**config.mk**
```make
export PLATFORM = sky130hd
export DESIGN_NAME = signed_div5_seq
export DESIGN_NICKNAME = d
export VERILOG_FILES = /design/src/rtl/div_pkg.sv /design/src/rtl/div_step.sv /design/src/rtl/signed_div5_seq.sv
export SDC_FILE = /design/constraint.sdc
export NUM_CORES = 1
export LEC_CHECK = 0
export CORE_MARGIN = 2
export CORE_UTILIZATION = 60
export DETAILED_ROUTE_END_ITERATION = 8
export PLACE_DENSITY_LB_ADDON = 0.2
export SYNTH_ARGS = -nofsm -noshare
export SYNTH_HDL_FRONTEND = slang
export SYNTH_HIERARCHICAL = 1
export SYNTH_SLANG_ARGS = --single-unit
```
**constraint.sdc**
```tcl
create_clock -name clk -period 8.4 [get_ports clk]
set_input_delay 1.68 -clock clk [delete_from_list [all_inputs] [get_ports clk]]
set_output_delay 1.68 -clock clk [all_outputs]
set_load 0.01 [all_outputs]
```
**src/rtl/div_pkg.sv**
```systemverilog
// -----------------------------------------------------------------------------
// div_pkg
// Shared definitions for the sequential signed divider:
//   - DIV_WIDTH : default operand/result width (two's complement)
//   - div_state_e : controller states (IDLE, CALC, DONE)
//   - DIV_MIN   : most negative operand value (1 followed by zeros)
//   - twos_neg  : two's-complement negate (invert + 1) at DIV_WIDTH bits
// -----------------------------------------------------------------------------
package div_pkg;

    localparam int DIV_WIDTH = 5;

    typedef enum logic [1:0] {
        IDLE = 2'd0,
        CALC = 2'd1,
        DONE = 2'd2
    } div_state_e;

    localparam logic [DIV_WIDTH-1:0] DIV_MIN = {1'b1, {(DIV_WIDTH-1){1'b0}}};

    // Two's-complement negate; the most negative value maps onto itself,
    // which is exactly the unsigned magnitude 2^(DIV_WIDTH-1).
    function automatic logic [DIV_WIDTH-1:0] twos_neg(input logic [DIV_WIDTH-1:0] v);
        return ~v + {{(DIV_WIDTH-1){1'b0}}, 1'b1};
    endfunction

endpackage

```
**src/rtl/div_step.sv**
```systemverilog
// -----------------------------------------------------------------------------
// div_step
// One combinational restoring-division iteration on unsigned magnitudes.
// Ports:
//   rem_in  [WIDTH:0]   partial remainder before this step
//   bit_in              next dividend bit (MSB first) shifted into the remainder
//   divisor [WIDTH-1:0] divisor magnitude
//   rem_out [WIDTH:0]   partial remainder after this step
//   q_bit               quotient bit produced by this step
// -----------------------------------------------------------------------------
module div_step
    import div_pkg::*;
#(
    parameter int WIDTH = DIV_WIDTH
) (
    input  logic [WIDTH:0]   rem_in,
    input  logic             bit_in,
    input  logic [WIDTH-1:0] divisor,
    output logic [WIDTH:0]   rem_out,
    output logic             q_bit
);

    logic [WIDTH:0]   shifted_s;
    logic [WIDTH:0]   sub_b_s;
    logic [WIDTH:0]   diff_s;
    logic [WIDTH+1:0] carry_s;

    assign shifted_s  = {rem_in[WIDTH-1:0], bit_in};
    // Subtraction as addition of the inverted divisor with carry-in 1
    assign sub_b_s    = ~{1'b0, divisor};
    assign carry_s[0] = 1'b1;

    genvar i;
    generate
        for (i = 0; i <= WIDTH; i++) begin : g_fa
            assign diff_s[i]      = shifted_s[i] ^ sub_b_s[i] ^ carry_s[i];
            assign carry_s[i+1]   = (shifted_s[i] & sub_b_s[i])
                                  | (carry_s[i] & (shifted_s[i] ^ sub_b_s[i]));
        end
    endgenerate

    // Carry-out high means no borrow. A set bit shifted out of rem_in means the
    // true shifted value already exceeds any divisor, so the subtract succeeds
    // and the modular difference is the exact remainder.
    assign q_bit   = carry_s[WIDTH+1] | rem_in[WIDTH];
    assign rem_out = q_bit ? diff_s : shifted_s;

endmodule

```
**src/rtl/signed_div5_seq.sv**
```systemverilog
// -----------------------------------------------------------------------------
// signed_div5_seq
// Sequential signed two's-complement divider, one restoring step per clock.
// Ports:
//   clk       clock, rising edge
//   reset     synchronous active-high reset
//   start     request, sampled in IDLE or DONE only
//   A, B      signed dividend / divisor, captured on the accepted start edge
//   busy      high while iterating
//   done      one-cycle pulse when a result has been registered
//   Quot, Rem signed quotient / remainder (truncating division), held
//   DivByZero result flag: divisor was zero (Quot = all ones, Rem = A)
//   OF_div    result flag: most-negative / -1 overflow
// Build option:
//   SIGNED_DIV5_FAST_EXIT_EN - when A == 0 or B == 0 the result is ready one
//   cycle after the accept edge and busy stays low.
// -----------------------------------------------------------------------------
module signed_div5_seq
    import div_pkg::*;
#(
    parameter int WIDTH = DIV_WIDTH
) (
    input  logic             clk,
    input  logic             reset,
    input  logic             start,
    input  logic [WIDTH-1:0] A,
    input  logic [WIDTH-1:0] B,
    output logic             busy,
    output logic             done,
    output logic [WIDTH-1:0] Quot,
    output logic [WIDTH-1:0] Rem,
    output logic             DivByZero,
    output logic             OF_div
);

    localparam int CW = $clog2(WIDTH);
    localparam logic [CW-1:0] CNT_ZERO = {CW{1'b0}};
    localparam logic [CW-1:0] CNT_ONE  = {{(CW-1){1'b0}}, 1'b1};
    localparam logic [CW-1:0] CNT_LAST = CW'(WIDTH - 1);

    div_state_e       state_q, state_d;
    logic [CW-1:0]    cnt_q, cnt_d;
    logic [WIDTH-1:0] a_q, a_d;        // original operands, for signs and flags
    logic [WIDTH-1:0] b_q, b_d;
    logic [WIDTH-1:0] dvd_q, dvd_d;    // dividend magnitude, shifted out MSB first
    logic [WIDTH-1:0] dvs_q, dvs_d;    // divisor magnitude
    logic [WIDTH:0]   prem_q, prem_d;  // partial remainder
    logic [WIDTH-1:0] quo_q, quo_d;    // quotient magnitude bits so far
    logic             fast_q, fast_d;
    logic             busy_q, busy_d;
    logic             done_q, done_d;
    logic [WIDTH-1:0] quot_q, quot_d;
    logic [WIDTH-1:0] rem_q, rem_d;
    logic             dbz_q, dbz_d;
    logic             of_q, of_d;

    logic [WIDTH:0]   step_rem_s;
    logic             step_q_s;
    logic             fast_s;
    logic [WIDTH-1:0] mag_a_s, mag_b_s;
    logic [WIDTH-1:0] fin_q_s, fin_r_s;
    logic [WIDTH-1:0] fix_quot_s, fix_rem_s;
    logic             fix_dbz_s, fix_of_s;

    div_step #(.WIDTH(WIDTH)) u_step (
        .rem_in  (prem_q),
        .bit_in  (dvd_q[WIDTH-1]),
        .divisor (dvs_q),
        .rem_out (step_rem_s),
        .q_bit   (step_q_s)
    );

`ifdef SIGNED_DIV5_FAST_EXIT_EN
    assign fast_s = (A == {WIDTH{1'b0}}) || (B == {WIDTH{1'b0}});
`else
    assign fast_s = 1'b0;
`endif

    // Operand magnitudes; |DIV_MIN| is representable as an unsigned value
    always_comb begin
        if (A[WIDTH-1]) begin
            mag_a_s = twos_neg(A);
        end else begin
            mag_a_s = A;
        end
        if (B[WIDTH-1]) begin
            mag_b_s = twos_neg(B);
        end else begin
            mag_b_s = B;
        end
    end

    // Final magnitudes after the last step, then sign fix-up and flag overrides
    always_comb begin
        fin_q_s    = {quo_q[WIDTH-2:0], step_q_s};
        fin_r_s    = step_rem_s[WIDTH-1:0];
        fix_quot_s = fin_q_s;
        fix_rem_s  = fin_r_s;
        fix_dbz_s  = 1'b0;
        fix_of_s   = 1'b0;
        if (b_q == {WIDTH{1'b0}}) begin
            fix_quot_s = {WIDTH{1'b1}};
            fix_rem_s  = a_q;
            fix_dbz_s  = 1'b1;
        end else if ((a_q == DIV_MIN) && (b_q == {WIDTH{1'b1}})) begin
            fix_quot_s = DIV_MIN;
            fix_rem_s  = {WIDTH{1'b0}};
            fix_of_s   = 1'b1;
        end else begin
            // Truncation toward zero: negate quotient on sign mismatch,
            // remainder follows the dividend's sign.
            if (a_q[WIDTH-1] ^ b_q[WIDTH-1]) begin
                fix_quot_s = twos_neg(fin_q_s);
            end else begin
                fix_quot_s = fin_q_s;
            end
            if (a_q[WIDTH-1]) begin
                fix_rem_s = twos_neg(fin_r_s);
            end else begin
                fix_rem_s = fin_r_s;
            end
        end
    end

    // Controller next-state, iteration datapath and result loading
    always_comb begin
        state_d = state_q;
        cnt_d   = cnt_q;
        a_d     = a_q;
        b_d     = b_q;
        dvd_d   = dvd_q;
        dvs_d   = dvs_q;
        prem_d  = prem_q;
        quo_d   = quo_q;
        fast_d  = fast_q;
        quot_d  = quot_q;
        rem_d   = rem_q;
        dbz_d   = dbz_q;
        of_d    = of_q;
        case (state_q)
            IDLE, DONE: begin
                if (start) begin
                    state_d = CALC;
                    a_d     = A;
                    b_d     = B;
                    dvd_d   = mag_a_s;
                    dvs_d   = mag_b_s;
                    prem_d  = {(WIDTH+1){1'b0}};
                    quo_d   = {WIDTH{1'b0}};
                    fast_d  = fast_s;
                    // A trivial operand runs a single hidden step: with a zero
                    // dividend that step yields 0/0, a zero divisor is
                    // overridden by the fix-up anyway.
                    if (fast_s) begin
                        cnt_d = CNT_LAST;
                    end else begin
                        cnt_d = CNT_ZERO;
                    end
                end else begin
                    state_d = IDLE;
                end
            end
            CALC: begin
                prem_d = step_rem_s;
                quo_d  = {quo_q[WIDTH-2:0], step_q_s};
                dvd_d  = {dvd_q[WIDTH-2:0], 1'b0};
                cnt_d  = cnt_q + CNT_ONE;
                if (cnt_q == CNT_LAST) begin
                    state_d = DONE;
                    quot_d  = fix_quot_s;
                    rem_d   = fix_rem_s;
                    dbz_d   = fix_dbz_s;
                    of_d    = fix_of_s;
                end else begin
                    state_d = CALC;
                end
            end
            default: begin
                state_d = IDLE;
            end
        endcase
        busy_d = (state_d == CALC) && !fast_d;
        done_d = (state_d == DONE);
    end

    // State and datapath registers with synchronous reset
    always_ff @(posedge clk) begin
        if (reset) begin
            state_q <= IDLE;
            cnt_q   <= CNT_ZERO;
            a_q     <= {WIDTH{1'b0}};
            b_q     <= {WIDTH{1'b0}};
            dvd_q   <= {WIDTH{1'b0}};
            dvs_q   <= {WIDTH{1'b0}};
            prem_q  <= {(WIDTH+1){1'b0}};
            quo_q   <= {WIDTH{1'b0}};
            fast_q  <= 1'b0;
            busy_q  <= 1'b0;
            done_q  <= 1'b0;
            quot_q  <= {WIDTH{1'b0}};
            rem_q   <= {WIDTH{1'b0}};
            dbz_q   <= 1'b0;
            of_q    <= 1'b0;
        end else begin
            state_q <= state_d;
            cnt_q   <= cnt_d;
            a_q     <= a_d;
            b_q     <= b_d;
            dvd_q   <= dvd_d;
            dvs_q   <= dvs_d;
            prem_q  <= prem_d;
            quo_q   <= quo_d;
            fast_q  <= fast_d;
            busy_q  <= busy_d;
            done_q  <= done_d;
            quot_q  <= quot_d;
            rem_q   <= rem_d;
            dbz_q   <= dbz_d;
            of_q    <= of_d;
        end
    end

    assign busy      = busy_q;
    assign done      = done_q;
    assign Quot      = quot_q;
    assign Rem       = rem_q;
    assign DivByZero = dbz_q;
    assign OF_div    = of_q;

endmodule

```
==> results_dict.tcl, run 1 <==
set metrics [dict create \
    status "complete, no violations" \
    worst-r2r-setup-slack_ns 4.82 \
    synthArstFlopShare_pct 0 \
    cts_setup_buffers 0 \
    crit_required_ns 8.63 \
    drive_gt1_share_pct 6.95 \
    peakVddDrop_v 0.000131 \
    grt_use_total_pct 23.5 \
    clock_skew_ns 0.00710 \
    p_leak_nw 1.05 \
    grt_pass1_wl_um 7960 \
    hp-class "reg2reg" \
    worstSkewPairLatency_ns 0.30 \
    placed_cell_area_um2 2670 \
    synth-main-ff-cell "dfxtp_1" \
    grt_pass1_vias 1725 \
    pwr_density_cell_nw_per_um2 188 \
    rsz0062_at_grt "false" \
    cp-end-kind "register" \
    vias 1971 \
    synth.distinct_cells 45 \
    nets 326 \
    drt_iter0_drc 126 \
    syn_nets 306 \
    dr.pass1.iters 4 \
    period_minus_slack_ns 3.58 \
    pin_count 27 \
    hold_violations 0 \
    wl_per_cell_um 13.4 \
    ys_seq_area_share_pct 40.8 \
    fin_area_um2 2790 \
    antenna_cells 0 \
    yosys.area.top_type_share_pct 40.8 \
    syn_to_final_growth_pct 15.9 \
    path_class "reg2reg" \
    instances_no_fill 352 \
    cp_num_buf_inv 4 \
    fin_hold_ws_ns 0.437 \
    layout_common_cells "dfxtp_1, nand2_1, a21oi_1" \
    cts_resized 0 \
    dpl.cell_count 344 \
    grt_max_degree 45 \
    clock-sinks 49 \
    cp_slowest_stage_delay_ns 0.40 \
    crit_chain "inv_1 > ha_1 > fa_1 > fa_1 > inv_1 > fa_1 > inv_1 > fa_1 > ha_1 > nor2b_4 > mux2i_1 > inv_1 > ha_1 > nand2b_1 > xnor2_1 > nand3_1 > a31oi_1" \
    worst_pin_slew_ns 0.710 \
    period_share_pct 42.6 \
    place_ws_ns 4.84 \
    avgViaCountPerCell 5.60 \
    yosys_register_bits 49 \
    cts.path.max_buffers 2 \
    synth_edf_count 0 \
    io_buffers 26 \
    fin_tns_setup_ns 0 \
    clk_pin_slew_worst_paths_ns 0.08 \
    grt_overflow 0 \
    critPathLaunchType "register" \
    power_mw 0.524 \
    critPathSlowestCell "fa_1" \
    initial_utilization_pct 61.4 \
    final_common_cell "dfxtp_1" \
    ys_warn_count 6 \
    cp_max_fo 7 \
    gp_congestion 0.807 \
    rows 23 \
    dp_hpwl_um 3330 \
    cts_root_buffer "clkbuf_8" \
    detail-route-antenna-nets 0 \
    setup_viol_count_final 0 \
    slew_headroom_pct 52.7 \
    fp.dieW_um 67.3 \
    crit_family "adder cells" \
    slew_viol_final 0 \
    cts_tree "built" \
    synth_top_area_cell "dfxtp_1" \
    dieArea_um2 4530 \
    max-cap-violations 0 \
    drt_drc_violations_left 0 \
    cts_buffers 5 \
    synthTopCellsByArea "dfxtp_1, nand2_1, a21oi_1" \
    critical_path_arrival_ns 3.81 \
    syn_area_um2 2400 \
    core-area_um2 3910 \
    hold_buffers 0 \
    die_height_um 67.3 \
    fmax_mhz 279 \
    avgSynthCellArea_um2 8.55 \
    antenna_found_initial 0 \
    syn_inst 281 \
    fin_util_pct 71.2 \
    routed_wl_um 4710 \
    fin_ws_ns 4.82 \
    ctsHtreeMaxLevel 2 \
]
## cells in the mapped netlist (2+ instances only)
cell       n
buf_2      6
a211oi_1   3
nand2_1   46
o31ai_1    3
a221oi_1   2
a31oi_1    4
nand2b_1   4
nor2b_1    2
xnor2_1    7
o21a_1     3
mux2i_1    7
nor2_1    21
fa_1       4
clkbuf_1   8
a21oi_1   29
a22oi_1   10
inv_1     21
o21ai_0    9
ha_1       8
nand3_1    8
dfxtp_1   49
nor3_1     4
## per-layer routing
metal	vias to the layer above	global-route usage, %	share of wire (%)
met5	-	0	0
met4	0	7.65	1.5
met3	9	5.17	3.4
met2	41	39.7	49
met1	925	29.8	46
li1	996	-	-
## cell families after synthesis
logic type	Yosys count	synth area share, %
fa+ha+maj	12	7.50
buf+inv	36	6.25
compound gates	65	16.3
flops	49	40.8
mux	9	4.01
xor+xnor	9	3.59
simple gates	101	21.5
## area by class of cell
| class | instances | area (um^2) |
|---|---|---|
| fill | 345 | 1130 |
| tap | 50 | 62.6 |
| multi-input combinational | 196 | 1270 |
| clock buffer | 7 | 86.3 |
| sequential | 49 | 981 |
| clock inverter | 1 | 30.0 |
| timing repair buffer | 28 | 275 |
| inverter | 21 | 78.8 |
## power by group
group          internal [mW]  switching [mW]  total, mW  leakage (nW)
Combinational         0.0464          0.0571      0.104         0.591
Clock                 0.0970          0.0720      0.169        0.0585
Sequential             0.242         0.00930      0.251         0.399
Total                  0.385           0.138      0.524          1.05
## worst paths after layout
path,endpoint,start,depth (start not counted)
max reg2reg,Rem[2]$_SDFFE_PP0P_,dvd_q[4]$_SDFFE_PP0P_,17
min reg2reg,fast_q$_SDFF_PP0_,fast_q$_SDFF_PP0_,2
min,fast_q$_SDFF_PP0_,fast_q$_SDFF_PP0_,2
max,Rem[2]$_SDFFE_PP0P_,dvd_q[4]$_SDFFE_PP0P_,17
## flip-flops by register name, summed over array words and instances (netlist names), 2 cells and up
| register | cells |
|---|---|
| dvs_q | 4 |
| b_q | 5 |
| Rem | 5 |
| Quot | 5 |
| dvd_q | 5 |
| quo_q | 4 |
| cnt_q | 3 |
| prem_q | 6 |
| state_q | 2 |
| a_q | 5 |
## worst register-to-register path: stages (launching register included)
cell      delay, ns
dfxtp_1        0.33
inv_1          0.06
ha_1           0.20
fa_1           0.40
fa_1           0.37
inv_1          0.08
fa_1           0.16
inv_1          0.05
fa_1           0.37
ha_1           0.19
nor2b_4        0.16
mux2i_1        0.29
inv_1          0.08
ha_1           0.21
nand2b_1       0.15
xnor2_1        0.14
nand3_1        0.09
a31oi_1        0.18
(Power assumes the default switching activity.)
==> run 2: changes to the inputs <==
--- a/config.mk
+++ b/config.mk
@@ -6,7 +6,7 @@
 export NUM_CORES = 1
 export LEC_CHECK = 0
 export CORE_MARGIN = 2
-export CORE_UTILIZATION = 60
+export CORE_UTILIZATION = 55
 export DETAILED_ROUTE_END_ITERATION = 8
 export PLACE_DENSITY_LB_ADDON = 0.2
 export SYNTH_ARGS = -nofsm -noshare
==> constraint.sdc (replaced) <==
create_clock -name clk -period 3.7 [get_ports clk]
set_input_delay 0.74 -clock clk [delete_from_list [all_inputs] [get_ports clk]]
set_output_delay 0.74 -clock clk [all_outputs]
set_load 0.01 [all_outputs]
==> run 2 against run 1 <==
  * First-iteration DRC count fell by 7.1%
  * Sequential power rose by 130%
  * Sequential share of layout area fell by 0.18 points
  * Combinational power increased by 140%
  * Via count down 0.76%
  * Core utilization is 5.9 points lower
  * Count of clock-buffer cells in the layout decreased by 2
  * Die area is 8.5% higher
  * Power up 130%
  * Worst hold slack better by 0.0057 ns
  * Setup slack lost 4.6 ns
==> results_dict.tcl, run 2 (synthesized netlist as in run 1, its figures left out) <==
set metrics [dict create \
    setup_viol_count_final 0 \
    drt_drc_violations_left 0 \
    power_mw 1.19 \
    grt_use_total_pct 20.8 \
    core-area_um2 4290 \
    worst-r2r-setup-slack_ns 0.20 \
    avgViaCountPerCell 5.53 \
    initial_utilization_pct 56.0 \
    clk_pin_slew_worst_paths_ns 0.09 \
    cts.path.max_buffers 2 \
    clkPwrFrac_pct 31.0 \
    grt_max_degree 45 \
    grt_overflow 0 \
    fp.dieW_um 70.1 \
    grt_pass1_vias 1890 \
    antenna_cells 0 \
    power.share.combinational_pct 20.9 \
    drt_iter0_drc 117 \
    syn_to_final_growth_pct 16.7 \
    n_fill_cell 390 \
    vias 1956 \
    io_buffers 26 \
    critical_path_arrival_ns 3.73 \
    antenna_found_initial 0 \
    slew_viol_final 0 \
    crit_required_ns 3.93 \
    nets 327 \
    regMostFlops "prem_q" \
    dpl.cell_count 346 \
    dieArea_um2 4910 \
    fin_ws_ns 0.200 \
    place_ws_ns 0.126 \
    worstSkewPairLatency_ns 0.30 \
    drive_gt1_share_pct 8.61 \
    period_minus_slack_ns 3.50 \
    cts_tree "built" \
    critical_path.startpoint "dvd_q[4]$_SDFFE_PP0P_" \
    path_class "reg2reg" \
    wl_per_cell_um 13.5 \
    die_height_um 70.1 \
    p_int_mw 0.859 \
    power_frac_seq_pct 48.1 \
    cp_max_fo 7 \
    routed_wl_um 4770 \
    worst_pin_slew_ns 0.727 \
    fin_tns_setup_ns 0 \
    peakVddDrop_v 0.000228 \
    hp-class "reg2reg" \
    grt_pass1_wl_um 8240 \
    fmax_mhz 286 \
    max-cap-violations 0 \
    largest_reg_flops 6 \
    clock_skew_ns 0.00259 \
    status "complete, no violations" \
    crit-reg2reg-launch "dvd_q[4]$_SDFFE_PP0P_" \
    dr.pass1.iters 4 \
    ctsHtreeMaxLevel 2 \
    swShare_pct 27.5 \
    period_share_pct 94.6 \
    rows 24 \
    layout_common_cells "dfxtp_1, nand2_1, a21oi_1" \
    cts_root_buffer "clkbuf_8" \
    clock-sinks 49 \
    fin_util_pct 65.3 \
    instances_no_fill 354 \
    cts_buffers 5 \
    fin_hold_ws_ns 0.442 \
    final_common_cell "dfxtp_1" \
    critPathLaunchType "register" \
    pwr_density_cell_nw_per_um2 423 \
    cp-end-kind "register" \
    hold_violations 0 \
    slew_headroom_pct 51.5 \
    holdCritStartpoint "fast_q$_SDFF_PP0_" \
    p_switching_mw 0.326 \
    detail-route-antenna-nets 0 \
    pin_count 27 \
    placed_cell_area_um2 2670 \
    p_leak_nw 1.05 \
    gp_congestion 0.758 \
    dp_hpwl_um 3430 \
    fin_area_um2 2800 \
]
[run 2: timing repair]
item	CTS	global route
buffers inserted	0	1
hold buffers	0	0
resized for setup	0	5
setup endpoints to repair	0	3
[run 2: critical path, cell delays in order, from the launching register on]
cell and delay (ns):
dfxtp_2 0.34, inv_1 0.07, ha_1 0.21, fa_2 0.33, fa_1 0.36, inv_1 0.08, fa_1 0.16, inv_1 0.05
fa_1 0.36, ha_1 0.19, nor2b_4 0.17, mux2i_2 0.24, inv_1 0.09, ha_1 0.20, nand2b_1 0.15, xnor2_1 0.16
nand3_1 0.09, a31oi_1 0.18
[run 2: final cells by class]
cell class / instances / area (um^2) / share of cell area [%]
Tap cell: 52 / 65.1 / 2.32
Clock buffer: 5 / 68.8 / 2.45
Clock inverter: 2 / 35.0 / 1.25
Timing Repair Buffer: 29 / 283 / 10.1
Inverter: 21 / 78.8 / 2.81
Multi-Input combinational cell: 196 / 1290 / 46.1
Sequential cell: 49 / 982 / 35.0
[run 2: metal layers]
metal / wire, um / vias up / track usage (%)
met4: 76 / 0 / 8.55
met5: 0 / - / 0
li1: - / 996 / -
met1: 2320 / 911 / 26.7
met3: 148 / 9 / 4.04
met2: 2220 / 40 / 34.4
[run 2: power by group through the flow]
stage / registers, mW / logic [mW] / clock network, mW
after floorplan: 0.576 / 0.189 / 0
after global placement: 0.582 / 0.229 / 0
after detailed placement: 0.582 / 0.236 / 0
after CTS: 0.570 / 0.237 / 0.372
after global routing: 0.573 / 0.279 / 0.388
final: 0.570 / 0.247 / 0.368
[run 2: worst paths after layout]
kind,end,cells after the start
worst max-delay path,Rem[2]$_SDFFE_PP0P_,17
worst min-delay path,fast_q$_SDFF_PP0_,2
worst max register to register,Rem[2]$_SDFFE_PP0P_,17
worst min register to register,fast_q$_SDFF_PP0_,2
==> run 3: changes to the inputs <==
--- a/config.mk
+++ b/config.mk
@@ -5,8 +5,9 @@
 export SDC_FILE = /design/constraint.sdc
 export NUM_CORES = 1
 export LEC_CHECK = 0
+export ABC_AREA = 1
 export CORE_MARGIN = 2
-export CORE_UTILIZATION = 55
+export CORE_UTILIZATION = 38
 export DETAILED_ROUTE_END_ITERATION = 8
 export PLACE_DENSITY_LB_ADDON = 0.2
 export SYNTH_ARGS = -nofsm -noshare
==> run 3 against run 2 <==
  * Cell count up 34%
  * Largest power group unchanged
  * Setup slack better by 0.18 ns
  * Combinational power is 10% higher
  * Flip-flop and latch count stayed put
  * Clock skew grew 0.0087 ns
  * Sequential share of layout area is 2.4 points lower
  * Area after synthesis up 7.6%
  * Clock power grew 7.9%
  * Critical endpoint is now Rem[1]$_SDFFE_PP0P_
==> results_dict.tcl, run 3 <==
set metrics [dict create \
    status "complete, no violations" \
    worst-r2r-setup-slack_ns 0.38 \
    cts_setup_buffers 0 \
    synth-main-ff-cell "dfxtp_1" \
    gp_congestion 0.806 \
    setup_viol_count_final 0 \
    period_minus_slack_ns 3.32 \
    dieArea_um2 7480 \
    dpl.cell_count 468 \
    fin_util_pct 45.0 \
    critPathLaunchType "register" \
    peakVddDrop_v 0.000233 \
    synth_top_family_by_area "simple AND/OR/NAND/NOR gates" \
    slew_headroom_pct 58.5 \
    dp_hpwl_um 4070 \
    layout_common_cells "nand2_1, inv_1, dfxtp_1" \
    synthTopCellsByArea "dfxtp_1, nand2_1, inv_1" \
    yosys.area.top_type_share_pct 37.9 \
    avgViaCountPerCell 4.74 \
    yosys_register_bits 49 \
    core-area_um2 6680 \
    die_height_um 86.5 \
    instances_no_fill 476 \
    clock-sinks 49 \
    wl_per_cell_um 11.8 \
    yosys.area_share.simple_pct 28.7 \
    critical_path_arrival_ns 3.55 \
    critPathSlowestCell "fa_1" \
    period_share_pct 89.8 \
    drt_iter0_drc 146 \
    initial_utilization_pct 38.7 \
    synth_mux_area_share_pct 0 \
    drt_drc_violations_left 0 \
    clk_pin_slew_worst_paths_ns 0.09 \
    pwr_density_cell_nw_per_um2 412 \
    drive_gt1_share_pct 6.82 \
    io_buffers 26 \
    routed_wl_um 5610 \
    synth_edf_count 0 \
    cts.path.max_buffers 2 \
    detail-route-antenna-nets 0 \
    fin_tns_setup_ns 0 \
    pin_count 27 \
    ys_seq_area_share_pct 37.9 \
    rsz0062_at_grt "false" \
    hp-class "reg2reg" \
    regMostFlops "prem_q" \
    grt_max_degree 28 \
    largest_reg_flops 6 \
    ctsHtreeMaxLevel 2 \
    synthTopCellsByCount "nand2_1, inv_1, dfxtp_1" \
    synth-compound-area-share_pct 12.7 \
    synthArstFlopShare_pct 0 \
    crit_required_ns 3.93 \
    slew_viol_final 0 \
    power_mw 1.24 \
    synth_xor_area_share_pct 1.69 \
    clock_skew_ns 0.0112 \
    fin_area_um2 3010 \
    cts_buffers 5 \
    synthAdderAreaFrac_pct 6.97 \
    grt_pass1_wl_um 9600 \
    max-cap-violations 0 \
    cts_tree "built" \
    crit_family "adder cells" \
    grt_use_total_pct 16.2 \
    p_leak_nw 1.29 \
    synth_most_common_cell "nand2_1" \
    cts_resized 0 \
    syn_to_final_growth_pct 16.3 \
    dr.pass1.iters 4 \
    fp.dieW_um 86.5 \
    hold_buffers 0 \
    grt_overflow 0 \
    ys_warn_count 6 \
    placed_cell_area_um2 2890 \
    synth_top_area_cell "dfxtp_1" \
    syn_nets 397 \
    rows 30 \
    final_common_cell "nand2_1" \
    grt_pass1_vias 2065 \
    antenna_found_initial 0 \
    antenna_cells 0 \
    cp_slowest_stage_delay_ns 0.38 \
    worstSkewPairLatency_ns 0.30 \
    avgSynthCellArea_um2 6.95 \
    syn_area_um2 2590 \
    cp-end-kind "register" \
    cp_max_fo 9 \
    fmax_mhz 301 \
    syn_inst 372 \
    vias 2257 \
    cts_root_buffer "clkbuf_8" \
    cp_num_buf_inv 4 \
    nets 420 \
    hold_violations 0 \
    synth.distinct_cells 30 \
    crit_chain "inv_1 > ha_1 > fa_1 > fa_1 > inv_1 > fa_1 > inv_1 > fa_1 > ha_2 > nand2_4 > nand2_1 > nand2_1 > inv_1 > ha_1 > nand2_1 > a21oi_1 > nand3_1 > a21oi_1" \
    worst_pin_slew_ns 0.621 \
    path_class "reg2reg" \
]
[run 3: cell count changes after synthesis, sizes merged, moves of 4 or more]
cell / change
mux2i: -7
clkbuf: -6
nand2b: -4
o21ai: +14
nand3: +17
inv: +41
nor3: -4
nor2: +19
xnor2: -7
a22oi: -10
nand2: +54
[run 3: cell type report]
| cell class | count | area, um^2 |
|---|---|---|
| Inverter | 64 | 245 |
| Multi-Input combinational cell | 248 | 1300 |
| Clock inverter | 1 | 30.0 |
| Sequential cell | 49 | 981 |
| Clock buffer | 7 | 86.3 |
| Tap cell | 80 | 100 |
| Timing Repair Buffer | 27 | 268 |
| Fill cell | 693 | 3670 |
[run 3: final timing paths]
check / startpoint / end / cells past startpoint
max: dvd_q[4]$_SDFFE_PP0P_ / Rem[1]$_SDFFE_PP0P_ / 18
min: fast_q$_SDFF_PP0_ / busy$_SDFF_PP0_ / 1
max reg2reg: dvd_q[4]$_SDFFE_PP0P_ / Rem[1]$_SDFFE_PP0P_ / 18
min reg2reg: fast_q$_SDFF_PP0_ / busy$_SDFF_PP0_ / 1
[run 3: per-stage QoR]
stage / setup slack, ns / hold slack (ns)
6_report: 0.376 / 0.432
5_1_grt: 0.0881 / 0.450
4_1_cts: 0.270 / 0.435
3_5_place_dp: 0.295 / 0.420
3_3_place_gp: 0.404 / 0.415
2_1_floorplan: 0.536 / 0.406
[run 3: power breakdown]
part           switching, mW  leakage, nW  internal (mW)
clock network          0.177       0.0585          0.221
registers             0.0184        0.399          0.552
logic                  0.172        0.836          0.101
[run 3: routing by layer]
metal  track usage, %  wire length (um)  share of wire [%]  vias up
met4             4.97                48               0.86        0
met5                0                 0                  0        -
met1             22.5              2800                 50     1015
met3             3.62               203                3.6        4
li1                 -                 -                  -     1206
met2             25.3              2550                 46       32
[run 3: kinds of logic after synthesis]
family	after synthesis
adders and majority gates	12
xor gates and xnor gates	5
AOI/OAI and AO/OA	62
and+or+nand+nor	169
DFF	49
buffers and inverters	75
